### src/rtl/mul_div_if.sv
// Handshake and operand bundle between the EX-stage forwarding muxes and the
// iterative multiply/divide unit.
interface mul_div_if #(
    parameter int WIDTH = 32
);
    logic             start;
    logic             flush;
    logic [2:0]       op;
    logic [WIDTH-1:0] op_a;
    logic [WIDTH-1:0] op_b;
    logic             busy;
    logic             done;
    logic [WIDTH-1:0] result;

    modport master (
        output start, flush, op, op_a, op_b,
        input  busy, done, result
    );

    modport slave (
        input  start, flush, op, op_a, op_b,
        output busy, done, result
    );
endinterface

### src/rtl/mul_div_unit.sv
// Iterative RV32M-style multiply/divide: sign-magnitude operands, one shift-add
// or restoring-divide step per cycle, sign fix-up folded into the last step.
module mul_div_unit #(
    parameter int WIDTH = 32
) (
    input  logic      clk,
    input  logic      rst,
    mul_div_if.slave  bus
);
    localparam int CNT_W = (WIDTH > 1) ? $clog2(WIDTH) : 1;
    localparam logic [CNT_W-1:0] LAST = CNT_W'(WIDTH - 1);

    typedef enum logic {IDLE, CALC} state_t;

    state_t             state_reg, state_next;
    logic [CNT_W-1:0]   cnt_reg, cnt_next;
    logic [2:0]         op_reg, op_next;
    logic               neg_reg, neg_next;
    logic [WIDTH-1:0]   b_reg, b_next;
    logic [2*WIDTH-1:0] acc_reg, acc_next;
    logic [WIDTH:0]     rem_reg, rem_next;
    logic [WIDTH-1:0]   result_reg, result_next;
    logic               done_reg, done_next;

    logic             a_signed, b_signed, sign_a, sign_b, b_zero, is_div_in, neg_in;
    logic [WIDTH-1:0] a_abs, b_abs;

    always_comb begin
        a_signed  = (bus.op == 3'b001) || (bus.op == 3'b010) ||
                    (bus.op == 3'b100) || (bus.op == 3'b110);
        b_signed  = (bus.op == 3'b001) || (bus.op == 3'b100) || (bus.op == 3'b110);
        sign_a    = a_signed & bus.op_a[WIDTH-1];
        sign_b    = b_signed & bus.op_b[WIDTH-1];
        is_div_in = bus.op[2];
        b_zero    = (bus.op_b == '0);
        // A zero divisor makes the restoring loop shift A straight into the
        // remainder, so keeping A raw yields the required remainder for free.
        a_abs     = (sign_a && !(is_div_in && b_zero)) ? -bus.op_a : bus.op_a;
        b_abs     = sign_b ? -bus.op_b : bus.op_b;
        if (is_div_in && b_zero) begin
            neg_in = 1'b0;
        end else if (is_div_in && bus.op[1]) begin
            neg_in = sign_a;
        end else begin
            neg_in = sign_a ^ sign_b;
        end
    end

    logic [WIDTH:0]     mul_sum;
    logic [2*WIDTH-1:0] mul_step, prod_fix;
    logic [WIDTH+1:0]   rem_shift, diff;
    logic [WIDTH:0]     rem_step;
    logic [WIDTH-1:0]   q_step, div_raw, div_fix, final_value;

    always_comb begin
        mul_sum   = {1'b0, acc_reg[2*WIDTH-1:WIDTH]} + (acc_reg[0] ? {1'b0, b_reg} : '0);
        mul_step  = {mul_sum, acc_reg[WIDTH-1:1]};
        rem_shift = {rem_reg, acc_reg[WIDTH-1]};
        diff      = rem_shift - {2'b00, b_reg};
        if (diff[WIDTH+1]) begin
            rem_step = rem_shift[WIDTH:0];
            q_step   = {acc_reg[WIDTH-2:0], 1'b0};
        end else begin
            rem_step = diff[WIDTH:0];
            q_step   = {acc_reg[WIDTH-2:0], 1'b1};
        end
        prod_fix = neg_reg ? -mul_step : mul_step;
        div_raw  = op_reg[1] ? rem_step[WIDTH-1:0] : q_step;
        div_fix  = neg_reg ? -div_raw : div_raw;
        if (op_reg[2]) begin
            final_value = div_fix;
        end else if (op_reg[1:0] == 2'b00) begin
            final_value = prod_fix[WIDTH-1:0];
        end else begin
            final_value = prod_fix[2*WIDTH-1:WIDTH];
        end
    end

    always_comb begin
        state_next  = state_reg;
        cnt_next    = cnt_reg;
        op_next     = op_reg;
        neg_next    = neg_reg;
        b_next      = b_reg;
        acc_next    = acc_reg;
        rem_next    = rem_reg;
        result_next = result_reg;
        done_next   = 1'b0;
        case (state_reg)
            IDLE: begin
                if (bus.start && !bus.flush) begin
                    op_next    = bus.op;
                    neg_next   = neg_in;
                    b_next     = b_abs;
                    acc_next   = {{WIDTH{1'b0}}, a_abs};
                    rem_next   = '0;
                    cnt_next   = '0;
                    state_next = CALC;
                end
            end
            CALC: begin
                if (bus.flush) begin
                    state_next = IDLE;
                end else begin
                    // Divide keeps the quotient in the low half of the accumulator.
                    acc_next = op_reg[2] ? {acc_reg[2*WIDTH-1:WIDTH], q_step} : mul_step;
                    rem_next = op_reg[2] ? rem_step : rem_reg;
                    cnt_next = cnt_reg + CNT_W'(1);
                    if (cnt_reg == LAST) begin
                        state_next  = IDLE;
                        done_next   = 1'b1;
                        result_next = final_value;
                    end
                end
            end
            default: state_next = IDLE;
        endcase
    end

    always_ff @(posedge clk or posedge rst) begin
        if (rst) begin
            state_reg  <= IDLE;
            cnt_reg    <= '0;
            op_reg     <= '0;
            neg_reg    <= 1'b0;
            b_reg      <= '0;
            acc_reg    <= '0;
            rem_reg    <= '0;
            result_reg <= '0;
            done_reg   <= 1'b0;
        end else begin
            state_reg  <= state_next;
            cnt_reg    <= cnt_next;
            op_reg     <= op_next;
            neg_reg    <= neg_next;
            b_reg      <= b_next;
            acc_reg    <= acc_next;
            rem_reg    <= rem_next;
            result_reg <= result_next;
            done_reg   <= done_next;
        end
    end

    assign bus.busy   = (state_reg == CALC);
    assign bus.done   = done_reg;
    assign bus.result = result_reg;
endmodule

### src/flat_wrapper.sv
// flat-port wrapper written by rule: the top's interface ports become plain ports
module mul_div_unit_flat 
#(
    parameter int WIDTH = 32
)
  (clk, rst, bus_start, bus_flush, bus_op, bus_op_a, bus_op_b, bus_busy, bus_done, bus_result);
  mul_div_if #(.WIDTH(WIDTH)) bus_i ();
  input  logic clk;
  input  logic rst;
  input wire logic [$bits(bus_i.start)-1:0] bus_start;
  input wire logic [$bits(bus_i.flush)-1:0] bus_flush;
  input wire logic [$bits(bus_i.op)-1:0] bus_op;
  input wire logic [$bits(bus_i.op_a)-1:0] bus_op_a;
  input wire logic [$bits(bus_i.op_b)-1:0] bus_op_b;
  output wire logic [$bits(bus_i.busy)-1:0] bus_busy;
  output wire logic [$bits(bus_i.done)-1:0] bus_done;
  output wire logic [$bits(bus_i.result)-1:0] bus_result;
  assign bus_i.start = bus_start;
  assign bus_i.flush = bus_flush;
  assign bus_i.op = bus_op;
  assign bus_i.op_a = bus_op_a;
  assign bus_i.op_b = bus_op_b;
  assign bus_busy = bus_i.busy;
  assign bus_done = bus_i.done;
  assign bus_result = bus_i.result;
  mul_div_unit #(.WIDTH(WIDTH)) u_core (.clk(clk), .rst(rst), .bus(bus_i));
endmodule
### config.mk
export PLATFORM = sky130hd
export DESIGN_NAME = mul_div_unit_flat
export DESIGN_NICKNAME = d
export VERILOG_FILES = /design/src/rtl/mul_div_if.sv /design/src/rtl/mul_div_unit.sv /design/src/flat_wrapper.sv
export SDC_FILE = /design/constraint.sdc
export NUM_CORES = 1
export LEC_CHECK = 0
export ABC_AREA = 1
export BUFFER_PORTS_ARGS = -buffer_cell sky130_fd_sc_hd__buf_2
export CORE_ASPECT_RATIO = 0.8
export CORE_MARGIN = 2
export CORE_UTILIZATION = 30
export CTS_CLUSTER_SIZE = 16
export DETAILED_ROUTE_END_ITERATION = 10
export MAX_ROUTING_LAYER = met4
export SYNTH_ARGS = -nofsm -noshare
export SYNTH_HDL_FRONTEND = slang
export SYNTH_SLANG_ARGS = --single-unit
### constraint.sdc
create_clock -name clk -period 14.9 [get_ports clk]
set_input_delay 2.235 -clock clk [delete_from_list [all_inputs] [get_ports clk]]
set_output_delay 2.235 -clock clk [all_outputs]
set_load 0.05 [all_outputs]
==> flow_results.org, run 1 <==
** GRT
- The initial antenna violation count was 2.
- The first global-routing pass estimated 110400 um of wire.
- GR Util All Layers :: 0.2414
- Entering global routing, the biggest net connects 71 pins.
- The via count of the first global-routing pass was 18050.
- Leftover overflow at the end of global routing :: 0

** Power
- The worst-case IR drop observed on VDD is 0.1233 mV.
- The share of total power dissipated in sequential elements is 0.176.
- Net switching share of the total power :: 0.5991
- For this design the total switching power over the nets is 0.002547 W.
- Power density of the placed cells :: 215.9 mW/mm^2
- Internal cell power :: 0.001704 W
- The share of total power dissipated in combinational logic is 0.710.
- Reported leakage power :: 10.42 nW
- Power share of the clock group :: 0.114

** Finish
- From synthesis to final layout, the design area changed by 10.15%.
- Final #Nets :: 3147
- The number of antenna diodes in the final layout is 0.
- Measured on the finished design, the core utilization comes to 0.3324.
- Design Area, Final :: 0.01970 sq mm
- Max reg flops :: 64
- Most used cells in the layout excluding fill and tap cells :: sky130_fd_sc_hd__nand2_1, sky130_fd_sc_hd__inv_1, sky130_fd_sc_hd__nand3_1
- Leaving out fill and tap cells, the most frequent cell in the layout is sky130_fd_sc_hd__nand2_1.
- In the final layout, the share of cells above drive strength 1 is 0.08419.

** Critical path
- Traced cell by cell, the critical path runs through buf_2 > inv_1 > ha_1 > nand3_1 > nor3_2 > nand3_1 > nor2_1 > nand3b_1 > nor3_1 > nand2_1 > nand2_2 > inv_1 > buf_4 > o21ai_0 > or2_2 > nand3_1 > a22oi_1.
- Critical path required time :: 15.31 ns
- Crit Path Max Fanout :: 26
- On the worst path, the slowest cell contributes a delay of 0.53 ns.
- The worst setup path is captured at a flop.
- The critical path is of the input pin to flop type.
- Among all stages on the critical path, the largest delay is contributed by sky130_fd_sc_hd__nand2_2.
- Critical path's most frequent cell :: sky130_fd_sc_hd__nand3_1
- Data on the critical path arrives at its endpoint at 5.86 ns.
- The worst setup path is launched from an input pin.

** CTS
- H-tree depth reported by CTS :: 4
- CTS tree :: yes
- Clock tree synthesis selected as its root buffer the cell sky130_fd_sc_hd__clkbuf_16.
- Buffers inserted during clock tree synthesis total 17.
- Clock slew seen by the registers of the worst setup and hold paths :: 0.09 ns
- Clock Latency Late Sink :: 0.49 ns
- Hold_buf cts :: 0
- Buffers from clock root to sink, at most :: 2
- Setup repair bufs after CTS :: 0
- For this design, the sink count on the clock tree is 172.
- Post-cts repair resize count :: 0

** Synth
- Cell count after synthesis :: 2968
- Each instance of the synthesized netlist takes up on average 6.024 sq um.
- Synthesized area :: 0.01788 sq mm
- Share of synthesized area occupied by flip-flops and latches :: 0.2407
- Count of cell types in the netlist :: 59
- Count of yosys warnings during synthesis :: 0
- Register bit total from synthesis :: 172
- EDFF count, synth :: 0
- For this run, asynchronously set or reset flops after synthesis account for 1.000.
- When the netlist entered floorplanning its net count stood at 3111.
- Main flop type after synthesis :: sky130_fd_sc_hd__dfrtp_1

** STA
- Between clock sinks in the finished design, the worst skew comes to 0.02123 ns.
- Final number of setup-violating endpoints :: 0
- Final setup TNS :: 0 ns
- Setup repair after global routing left no endpoint under its margin.
- The max-slew violation count was 0.
- Hold violation total from the final report :: 0
- For the pin with the worst max-slew slack, the measured transition is 0.9301 ns.
- Fmax :: 183.5 MHz
- Final worst path period need :: 5.450 ns
- Worst slew margin relative to its limit :: 0.3790
- Post-route clock period utilization :: 0.3657

** Die
- Cell row count :: 80
- Die Span X :: 276.9 um
- I/O pin count :: 105
- The die is 222.4 um tall.
- For this configuration, the core starts out at a cell density of 0.3017.
- The die covers 0.06158 sq mm.
- CORE AREA :: 0.05926 sq mm

** Min path
- Class of the worst hold path :: flop to flop

** Route
- For this block, the initial DRC count from the detailed router was 2701.
- Remaining number of nets flagged by the antenna check after routing :: 0
- After detailed routing, the average wire length per cell comes to 19.16 um.
- For this run, design rule violations remaining after detail routing come to 0.
- For this block, the routed nets add up to 72720 um of wire.
- The final route contains 20150 vias.
- The first detailed-routing pass ran for 8 iterations.
- Via density :: 5.307

** Placement
- Input and output buffers added on the ports amount to 104.
- Post-detailed-placement half-perimeter wirelength :: 58100 um
- The congestion estimate from routability-driven global placement came to 1.028.
- Post-Place Cell Area :: 0.01909 sq mm

** Flow run
- The tool flagged a number of max-cap violations equal to 0.

** Outcome
- Outcome :: finished, final reports clean
routing by layer:
layer | wire, um | vias to the layer above | GRT usage
met5 | 0 | - | -
met4 | 1419 | 0 | 0.05505
met3 | 7547 | 80 | 0.05216
met2 | 29050 | 894 | 0.3305
met1 | 34700 | 9414 | 0.3563
li1 | - | 9758 | -
synthesized netlist by cell type, drive strengths merged, types with 5 or more instances:
library cell,count,area share
nand3,341,0.098
o21ai,179,0.050
a31oi,8,0.0028
nand2,918,0.20
buf,34,0.011
or2,18,0.0063
o211ai,5,0.0021
a2bb2oi,9,0.0044
o22ai,30,0.010
nand3b,11,0.0046
nor3,39,0.013
a21oi,140,0.040
xor2,72,0.035
dfrtp,172,0.24
nor2,289,0.063
ha,70,0.049
a22oi,30,0.013
inv,398,0.084
nand4,28,0.0098
clkbuf,77,0.016
a221oi,33,0.016
a21o,6,0.0025
xnor2,14,0.0069
o21bai,15,0.0063
path summary, 6_finish.rpt:
check	startpoint	end	slack (ns)	cells after the start
min in group asynchronous	rst	u_core.rem_reg[2]	1.73	2
min	u_core.bus.result[24]	u_core.bus.result[24]	0.48	2
max in group asynchronous	rst	u_core.op_reg[1]	11.84	3
min reg2reg	u_core.bus.result[24]	u_core.bus.result[24]	0.48	2
max reg2reg	u_core.b_reg[4]	u_core.bus.result[6]	10.55	21
max	bus_op_b[0]	u_core.acc_reg[14]	9.45	17
worst max-delay path, delay by kind of cell:
kind / cells / cell delay (ns)
AO/OA/AOI/OAI: 2 / 0.25
adder cells (fa/ha/maj): 1 / 0.18
AND/OR/NAND/NOR: 10 / 2.34
buffers and inverters: 4 / 0.82
power groups by stage:
stage	clock [W]	combinational [W]	sequential [W]
global placement	0	0.00293	0.000750
finish	0.000485	0.00302	0.000748
floorplan	0	0.00219	0.000670
global route	0.000510	0.00334	0.000763
detailed placement	0	0.00293	0.000751
CTS	0.000491	0.00294	0.000743
logic make-up after synthesis:
| kind of cell | after synthesis | share of synthesized area |
|---|---|---|
| AND/OR/NAND/NOR | 1653 | 0.3983 |
| buffers and inverters | 511 | 0.1116 |
| AO/OA/AOI/OAI | 474 | 0.1560 |
| flip-flops | 172 | 0.2407 |
| XOR/XNOR | 86 | 0.04213 |
| adder cells (fa/ha/maj) | 72 | 0.05122 |
final cells by class:
cell class | instances | area (sq um)
Inverter | 400 | 1506
Timing Repair Buffer | 128 | 700.7
Multi-Input combinational cell | 2285 | 11600
Clock inverter | 14 | 172.7
Fill cell | 6648 | 39560
Clock buffer | 18 | 429.2
Sequential cell | 172 | 4307
Tap cell | 779 | 974.7
through the flow:
step	power, W	setup slack [ns]	hold WS (ns)	std cells
6_report	0.004252	9.450	0.4789	3796
3_5_place_dp	0.003679	9.022	0.4658	3764
3_3_place_gp	0.003682	9.119	0.4644	3764
4_1_cts	0.004178	9.532	0.4843	3796
5_1_grt	0.004615	8.990	0.5057	3796
2_1_floorplan	0.002865	8.005	0.4537	2968
Note: power is estimated with default switching activity, not from simulation.
==> run 2: changes to the inputs <==
--- a/config.mk
+++ b/config.mk
@@ -5,7 +5,7 @@
 export SDC_FILE = /design/constraint.sdc
 export NUM_CORES = 1
 export LEC_CHECK = 0
-export ABC_AREA = 1
+export ABC_AREA = 0
 export BUFFER_PORTS_ARGS = -buffer_cell sky130_fd_sc_hd__buf_2
 export CORE_ASPECT_RATIO = 0.8
 export CORE_MARGIN = 2
==> constraint.sdc (replaced) <==
create_clock -name clk -period 4.6 [get_ports clk]
set_input_delay 0.69 -clock clk [delete_from_list [all_inputs] [get_ports clk]]
set_output_delay 0.69 -clock clk [all_outputs]
set_load 0.05 [all_outputs]
==> run 2 against run 1 <==
Effect of this change: the run now ends with setup timing left; non-clock buffer count rose by 296; largest cell class unchanged; sequential share of layout area down 1.1 points; die area fell by 9.2%; clock power rose to 3.2 times the previous value; clock skew fell by 0.0094 ns; clock-buffer cell count unchanged; highest routed layer unchanged; power rose by 93%; core utilization increased by 5.4 points.
==> flow_results.org, run 2 <==
** GRT
- Number of global-route vias before repair :: 16570
- The first global-routing pass estimated 101300 um of wire.
- The initial antenna violation count was 5.
- Global routing finished with a remaining overflow of 0.
- GR Util All Layers :: 0.2448
- Entering global routing, the biggest net connects 82 pins.

** Synth
- Async set or reset register ratio after synthesis :: 1.000
- Count of yosys warnings during synthesis :: 0
- Most common cell in the netlist :: sky130_fd_sc_hd__nand2_1
- In this run, synthesis produced a sequential element count of 172.
- Main flop type after synthesis :: sky130_fd_sc_hd__dfrtp_1
- Summed over all instances, the cell type with the most area after synthesis is sky130_fd_sc_hd__dfrtp_1.
- Of the total synthesized cell area, the portion taken by full adders, half adders and majority gates is 0.05651.
- Count of cell types in the netlist :: 82
- Commonest cells post-synth :: sky130_fd_sc_hd__nand2_1, sky130_fd_sc_hd__o21ai_0, sky130_fd_sc_hd__dfrtp_1
- Proportion of synthesized area in mux cells :: 0.03574
- Synthesized net count :: 2266
- Post-synthesis compound-gate area fraction :: 0.2857
- Counting flops with a built-in enable in the synthesized netlist gives 0.
- For this run, the register share of the synthesized area comes to 0.2656.
- Average cell area after synthesis :: 7.635 sq um
- Synthesis produced 2123 cells.
- XOR/XNOR share of the synthesized area :: 0.1021
- After synthesis, the largest family of logic cells by area is compound AO/OA/AOI/OAI gates.
- After synthesis, the cell types taking the most area are sky130_fd_sc_hd__dfrtp_1, sky130_fd_sc_hd__o21ai_0, sky130_fd_sc_hd__nand2_1.
- After synthesis the cells add up to 0.01621 sq mm.
- Of the post-synthesis cell area, the dominant cell type holds 0.2656.
- Area fraction in and, or, nand and nor cells after synthesis :: 0.2022

** Power
- Power density of the placed cells :: 395.4 mW/mm^2
- Peak supply drop :: 0.2744 mV
- Sum of internal, switching and leakage power :: 0.008204 W
- Reported leakage power :: 9.167 nW

** Finish
- The register with the most flip-flops in the layout has 64 of them.
- Number of fill cells in the layout :: 5501
- Most used cells in the layout excluding fill and tap cells :: sky130_fd_sc_hd__buf_4, sky130_fd_sc_hd__nand2_1, sky130_fd_sc_hd__o21ai_0
- In the final layout, the share of cells above drive strength 1 is 0.2500.
- Most common cell after layout, fill and taps aside :: sky130_fd_sc_hd__buf_4
- The area growth from synthesis to layout is 28.00%.
- Design Area, Final :: 0.02075 sq mm
- FF/Latch Area :: 0.004309 sq mm
- Summing all multi-input logic gate instances after layout gives 0.01170 sq mm.
- The net count of the finished layout is 2562.

** Critical path
- Launch instance of the worst register-to-register path :: u_core.b_reg[0]
- Startpoint Class :: flop
- The worst setup path is of the flop to flop kind.
- Of all nets on the critical path, the largest fanout is 3.
- Endpoint arrival time on the critical path :: 5.03 ns
- Launch point of the worst path :: u_core.b_reg[0]
- STA puts the critical path data required time at 4.99 ns.
- STA classifies the critical path endpoint as a flop.
- Counting cells, the worst reg-to-reg path comes to 18.

** STA
- Headroom to the max-slew limit came out at 0.2879.
- Setup violations remaining at the end of the flow were counted as 3.
- Setup repair after global routing missed its margin :: yes
- Final setup TNS :: -0.06545 ns
- The max-slew violation count came to 0.
- Post-route clock period utilization :: 1.009
- Hold timing on the final database bottoms out at a slack of 0.4460 ns.
- For the final database, setup skew stands at 0.01180 ns.
- In the post-route analysis, the smallest setup slack over all paths is -0.04063 ns.
- Static timing analysis puts the maximum clock frequency at 215.5 MHz.
- The routed design could run at a clock period as short as 4.641 ns.
- Transition time at the pin with the least slew margin :: 1.064 ns
- Hold violation total from the final report :: 0

** Route
- For this run, design rule violations remaining after detail routing come to 0.
- Via density :: 5.537
- Routed via count :: 17370
- For this block, the initial DRC count from the detailed router was 1598.
- Dividing the detail-routed wire length by the instance count gives 21.34 um.
- Remaining number of nets flagged by the antenna check after routing :: 0
- Number of search-and-repair iterations in the first detailed-routing pass :: 5
- For this block, the routed nets add up to 66940 um of wire.

** CTS
- Sink count of the clock tree :: 172
- Clock slew seen by the registers of the worst setup and hold paths :: 0.08 ns
- H-tree depth reported by CTS :: 4
- CTS tree :: yes
- Buffers from clock root to sink, at most :: 2
- Clock tree synthesis selected as its root buffer the cell sky130_fd_sc_hd__clkbuf_16.
- Clock Latency Late Sink :: 0.48 ns
- Hold_buf cts :: 0
- Number of CTS-inserted buffers :: 17

** Flow run
- Max-cap violations in this run came to 0.

** Placement
- At the placement stage, the worst setup path has a slack of -0.2762 ns.
- The congestion estimate from routability-driven global placement came to 0.9627.
- Once placement finished, the instance area stood at 0.01951 sq mm.
- The count of buffers added on input and output ports is 104.
- Detailed placement ended at an HPWL of 53080 um.

** Outcome
- The checks that failed: setup timing.
- Outcome :: finished, violations left

** Die
- Effective utilization at floorplan :: 0.3022
- From left edge to right edge, the die measures 263.9 um.
- For this design the top-level I/O count stands at 105.
- Floorplan die height :: 211.9 um
- The floorplan has 76 rows.
- Die Outline Area :: 0.05591 sq mm
- After floorplanning, the core was sized to cover 0.05363 sq mm.

** Min path
- Class of the worst hold path :: input pin to async pin
-- run 2: changes by cell type after synthesis, moves of 37 or more --
cell / change
sky130_fd_sc_hd__and2_1: +37
sky130_fd_sc_hd__clkbuf_1: +58
sky130_fd_sc_hd__inv_1: -316
sky130_fd_sc_hd__mux2i_1: +50
sky130_fd_sc_hd__nand2_1: -613
sky130_fd_sc_hd__nand3_1: -303
sky130_fd_sc_hd__nor2_1: -146
sky130_fd_sc_hd__o21ai_0: +68
sky130_fd_sc_hd__o31ai_1: +41
sky130_fd_sc_hd__xnor2_1: +93
-- run 2: critical path, cell delays in order (launching register included) --
cell and delay, ns:
sky130_fd_sc_hd__dfrtp_1 0.40, sky130_fd_sc_hd__buf_6 0.12, sky130_fd_sc_hd__and2_4 0.15, sky130_fd_sc_hd__ha_4 0.16, sky130_fd_sc_hd__fa_2 0.36, sky130_fd_sc_hd__buf_6 0.13
sky130_fd_sc_hd__a21o_1 0.15, sky130_fd_sc_hd__a211oi_2 0.21, sky130_fd_sc_hd__a21oi_1 0.07, sky130_fd_sc_hd__or3_1 0.38, sky130_fd_sc_hd__or3_4 0.34, sky130_fd_sc_hd__or4_4 0.43
sky130_fd_sc_hd__or3_4 0.35, sky130_fd_sc_hd__or4b_4 0.54, sky130_fd_sc_hd__buf_12 0.16, sky130_fd_sc_hd__o31ai_4 0.17, sky130_fd_sc_hd__xnor2_1 0.14, sky130_fd_sc_hd__a21oi_1 0.08
sky130_fd_sc_hd__a211oi_1 0.19
-- run 2: where the power goes --
group,leakage (nW),total (W),switching [W],internal [W]
clock,0.282,0.00156,0.000734,0.000825
combinational,6.61,0.00469,0.00278,0.00192
sequential,2.27,0.00195,0.000230,0.00172
total,9.17,0.00820,0.00374,0.00446
-- run 2: cell type report --
cell class,count,share of cell area
multi-input cells,1728,0.5638
flip-flops and latches,172,0.2077
repair buffers,424,0.1431
well taps,702,0.04234
clock buffers,18,0.02117
inverters,76,0.01393
clock inverters,14,0.007659
diodes,3,0.0003619
-- run 2: worst paths after layout --
kind | end | slack (ns)
worst max-delay path | u_core.bus.result[27] | -0.04
worst min-delay path | u_core.b_reg[9] | 0.45
worst max register to register | u_core.bus.result[27] | -0.04
worst min register to register | u_core.bus.result[5] | 0.48
max in group asynchronous | u_core.bus.result[4] | 3.15
min in group clk | u_core.bus.result[5] | 0.48
-- run 2: cells by family after synthesis --
group                      Yosys count
AOI/OAI and AO/OA                  732
xor gates and xnor gates           189
adders and majority gates           72
buffers and inverters              223
DFF                                172
muxes                               57
and+or+nand+nor                    678
-- run 2: stage by stage --
| step | instances | utilization |
|---|---|---|
| floorplan | 2123 | - |
| global placement | 3083 | 0.3637 |
| detailed placement | 3083 | 0.3637 |
| CTS | 3125 | 0.3802 |
| global route | 3137 | 0.3868 |
| finish | 3137 | 0.3868 |
-- run 2: timing repair --
action,CTS,global route
resized for setup,47,64
pin swaps,24,26
gates cloned,0,0
endpoints found under the setup margin,16,22
setup buffers,10,9
-- run 2: metal layers --
layer	up-vias	track usage	wire length [um]
met5	-	-	0
met4	0	0.09013	2377
met3	90	0.05188	5216
met2	649	0.3567	28430
met1	8355	0.3329	30920
li1	8275	-	-
==> run 3: changes to the inputs <==
--- a/config.mk
+++ b/config.mk
@@ -5,7 +5,7 @@
 export SDC_FILE = /design/constraint.sdc
 export NUM_CORES = 1
 export LEC_CHECK = 0
-export ABC_AREA = 0
+export ABC_AREA = 1
 export BUFFER_PORTS_ARGS = -buffer_cell sky130_fd_sc_hd__buf_2
 export CORE_ASPECT_RATIO = 0.8
 export CORE_MARGIN = 2
==> run 3 against run 2 <==
Effect of this change: the run now ends clean; register-to-register slack improved by 0.42 ns; first-iteration DRC count up 64%; cell area shrank 4.6%; core utilization shrank 5.3 points; flip-flop and latch count stayed put; via count grew 16%; sequential share of layout area increased by 0.99 points; non-clock buffer count fell by 281; critical path type unchanged; critical endpoint is now u_core.bus.result[25].
==> flow_results.org, run 3 (synthesized netlist as in run 1, its figures left out) <==
** Power
- The share of total power dissipated in the clock network is 0.110.
- Of the total power, the share spent switching nets is 0.5976.
- Reported leakage power :: 10.48 nW
- The internal portion of the total power is 0.005592 W.
- Of the total power, combinational logic draws 0.715.
- Dividing total power by cell area gives a power density of 702.1 mW/mm^2.
- Switching Power :: 0.008306 W
- The share of total power dissipated in sequential elements is 0.175.
- Across the VDD grid, the largest voltage drop is 0.4332 mV.

** Route
- DRC marker count from the first detailed-route iteration :: 2625
- Routed via count :: 20070
- Dividing the detail-routed via count by the number of cells gives 5.264.
- The final layout contains routed wiring with a total length of 75030 um.
- Remaining number of nets flagged by the antenna check after routing :: 0
- For this run, the detailed router's first-pass iteration total came to 6.
- Dividing the detail-routed wire length by the instance count gives 19.68 um.
- For this run, design rule violations remaining after detail routing come to 0.

** GRT
- The via count of the first global-routing pass is 18520.
- In this run the most used layer during global routing was met1.
- Met3 Resource Use GR :: 0.04111
- Largest net degree at the start of global routing :: 96
- Global-route wire length before repair :: 114300 um
- For met2 alone, demand over resource in global routing was 0.3562.
- The initial antenna violation count is 0.
- For met1 alone, demand over resource in global routing was 0.3648.
- The total overflow left after global routing is 0.
- GR Util All Layers :: 0.2494

** Finish
- Number of fill cells in the layout :: 6653
- Final #Nets :: 3162
- Summing all non-filler instances in the final layout gives an area of 0.01980 sq mm.
- Layout overhead on the synthesized area :: 10.71%
- In the layout the commonest cells are sky130_fd_sc_hd__nand2_1, sky130_fd_sc_hd__inv_1, sky130_fd_sc_hd__nand3_1.
- Most common cell after layout, fill and taps aside :: sky130_fd_sc_hd__nand2_1
- In the final layout, the share of cells above drive strength 1 is 0.08806.
- For this run, the share of the core covered by cells in the final layout is 0.3341.
- Max reg flops :: 64

** CTS
- Sink count of the clock tree :: 172
- After clock tree synthesis, the repair step resized 0 gates.
- The clock reaches the later pin of the worst-skew pair after 0.48 ns.
- Once the clock tree was built, the setup fixing pass inserted 0 buffers.
- The H-tree was split into 4 levels.
- CTS tree :: yes
- The number of clock buffers added by TritonCTS is 17.
- Cell at the root of the clock tree :: sky130_fd_sc_hd__clkbuf_16
- Counting along the longest clock path gives a buffer depth of 2.
- Clock slew seen by the registers of the worst setup and hold paths :: 0.08 ns
- Hold_buf cts :: 0

** Critical path
- Startpoint Class :: flop
- The setup check on the worst reg-to-reg path leaves a slack of 0.38 ns.
- Endpoint arrival time on the critical path :: 4.57 ns
- Critical path's most frequent cell :: sky130_fd_sc_hd__nand2_1
- In this run the worst path has a maximum fanout of 26.
- The worst register-to-register path has a depth of 19.
- Reg2Reg Capture Point :: u_core.bus.result[25]
- Among all stages on the critical path, the largest delay is contributed by sky130_fd_sc_hd__dfrtp_1.
- Type of element capturing the critical path :: flop
- The worst setup path is of the flop to flop kind.
- At the worst endpoint, the required time is 4.95 ns.
- The worst register-to-register path begins at u_core.acc_reg[0].
- In this design, the stage delay of the slowest critical-path cell is 0.72 ns.
- List of cells traversed by the critical path :: buf_4 > nand2_1 > inv_1 > ha_1 > nand2_1 > nor2_1 > nor3b_1 > nand2_1 > nand3_1 > xor2_1 > inv_1 > nand2_1 > nor2_1 > nand4_1 > nand2_1 > nand3_1 > nand3_1 > a21oi_1 > a21oi_1

** Die
- Die Span X :: 276.9 um
- In this run the vertical extent of the chip is 222.4 um.
- I/O pin count :: 105
- CORE AREA :: 0.05926 sq mm
- Cell row count :: 80
- Die Outline Area :: 0.06158 sq mm
- For this configuration, the core starts out at a cell density of 0.3017.

** STA
- Final setup TNS :: 0 ns
- Setup violations remaining at the end of the flow were counted as 0.
- Setup repair after global routing missed its margin :: no
- Worst slew margin relative to its limit :: 0.2576
- The max-slew violation count came to 0.
- Final worst path period need :: 4.222 ns
- In the finished design, the share of the clock period the worst path needs comes to 0.9178.
- Fmax :: 236.9 MHz
- Transition time at the pin with the least slew margin :: 1.111 ns
- On the final layout, the worst clock skew is 0.01520 ns.
- Hold violation total from the final report :: 0

** Placement
- After legalization and detailed placement, the total HPWL measured 60140 um.
- At the end of routability-driven placement, the weighted congestion stood at 1.035.
- Summing all placed instances gives a cell area of 0.01922 sq mm.
- PortBufs :: 104

** Flow run
- Across the run, the number of max-cap violations was 0.

** Min path
- Class of the worst hold path :: input pin to async pin

** Outcome
- The flow ran to the end, and the final reports show no timing, DRC or antenna violations.
[run 3: changes by cell type in the layout (fill, tap and decap cells not counted), sizes merged, moves of 93 or more]
cell and delta:
buf -281, nand2 +640, inv +324, nand3 +312, xnor2 -93, nor2 +162
[run 3: routing by layer]
metal	wire (um)	share of wire
met1	36100	0.48
met2	31080	0.41
met3	6398	0.085
met4	1457	0.019
met5	0	0
[run 3: metrics by stage]
stage / hold WS [ns] / setup slack, ns / instances / total power (W)
2_1_floorplan: 0.4537 / 1.394 / 2968 / 0.009280
3_3_place_gp: 0.4657 / 0.3809 / 3779 / 0.01217
3_5_place_dp: 0.4660 / 0.5405 / 3779 / 0.01208
4_1_cts: 0.3553 / 0.5238 / 3811 / 0.01366
5_1_grt: 0.3958 / 0.1394 / 3811 / 0.01508
6_report: 0.3421 / 0.3783 / 3813 / 0.01390
[run 3: critical path, delay by kind of cell (launching register included)]
| kind | cells | cell delay, ns |
|---|---|---|
| AND/OR/NAND/NOR | 12 | 1.73 |
| flip-flops | 1 | 0.72 |
| buffers and inverters | 3 | 0.57 |
| XOR/XNOR | 1 | 0.46 |
| AO/OA/AOI/OAI | 2 | 0.36 |
| adder cells (fa/ha/maj) | 1 | 0.22 |
[run 3: how the worst max path moves through the flow]
stage          slack, ns                    end               from
4_1_cts             0.52  u_core.bus.result[23]  u_core.acc_reg[0]
3_5_place_dp        0.54  u_core.bus.result[17]  u_core.acc_reg[0]
2_1_floorplan       1.39  u_core.bus.result[31]  u_core.acc_reg[0]
5_1_grt             0.14  u_core.bus.result[31]  u_core.acc_reg[0]
3_3_place_gp        0.38  u_core.bus.result[25]  u_core.acc_reg[0]
6_report            0.38  u_core.bus.result[25]  u_core.acc_reg[0]
[run 3: final cells by class]
class                      count  area, sq um  area share
clock inverter                12        126.4    0.006384
timing repair buffer         143        825.8     0.04172
antenna                        2        5.005   0.0002528
multi-input combinational   2285        11600      0.5862
clock buffer                  20        446.7     0.02256
inverter                     400         1505     0.07604
tap                          779        974.7     0.04924
sequential                   172         4307      0.2176
[run 3: power by group through the flow]
| stage | sequential (W) | combinational, W | clock, W |
|---|---|---|---|
| 6_report | 0.00243 | 0.00994 | 0.00152 |
| 5_1_grt | 0.00247 | 0.0110 | 0.00160 |
| 4_1_cts | 0.00241 | 0.00971 | 0.00154 |
| 3_5_place_dp | 0.00244 | 0.00964 | 0 |
| 3_3_place_gp | 0.00244 | 0.00973 | 0 |
| 2_1_floorplan | 0.00217 | 0.00711 | 0 |
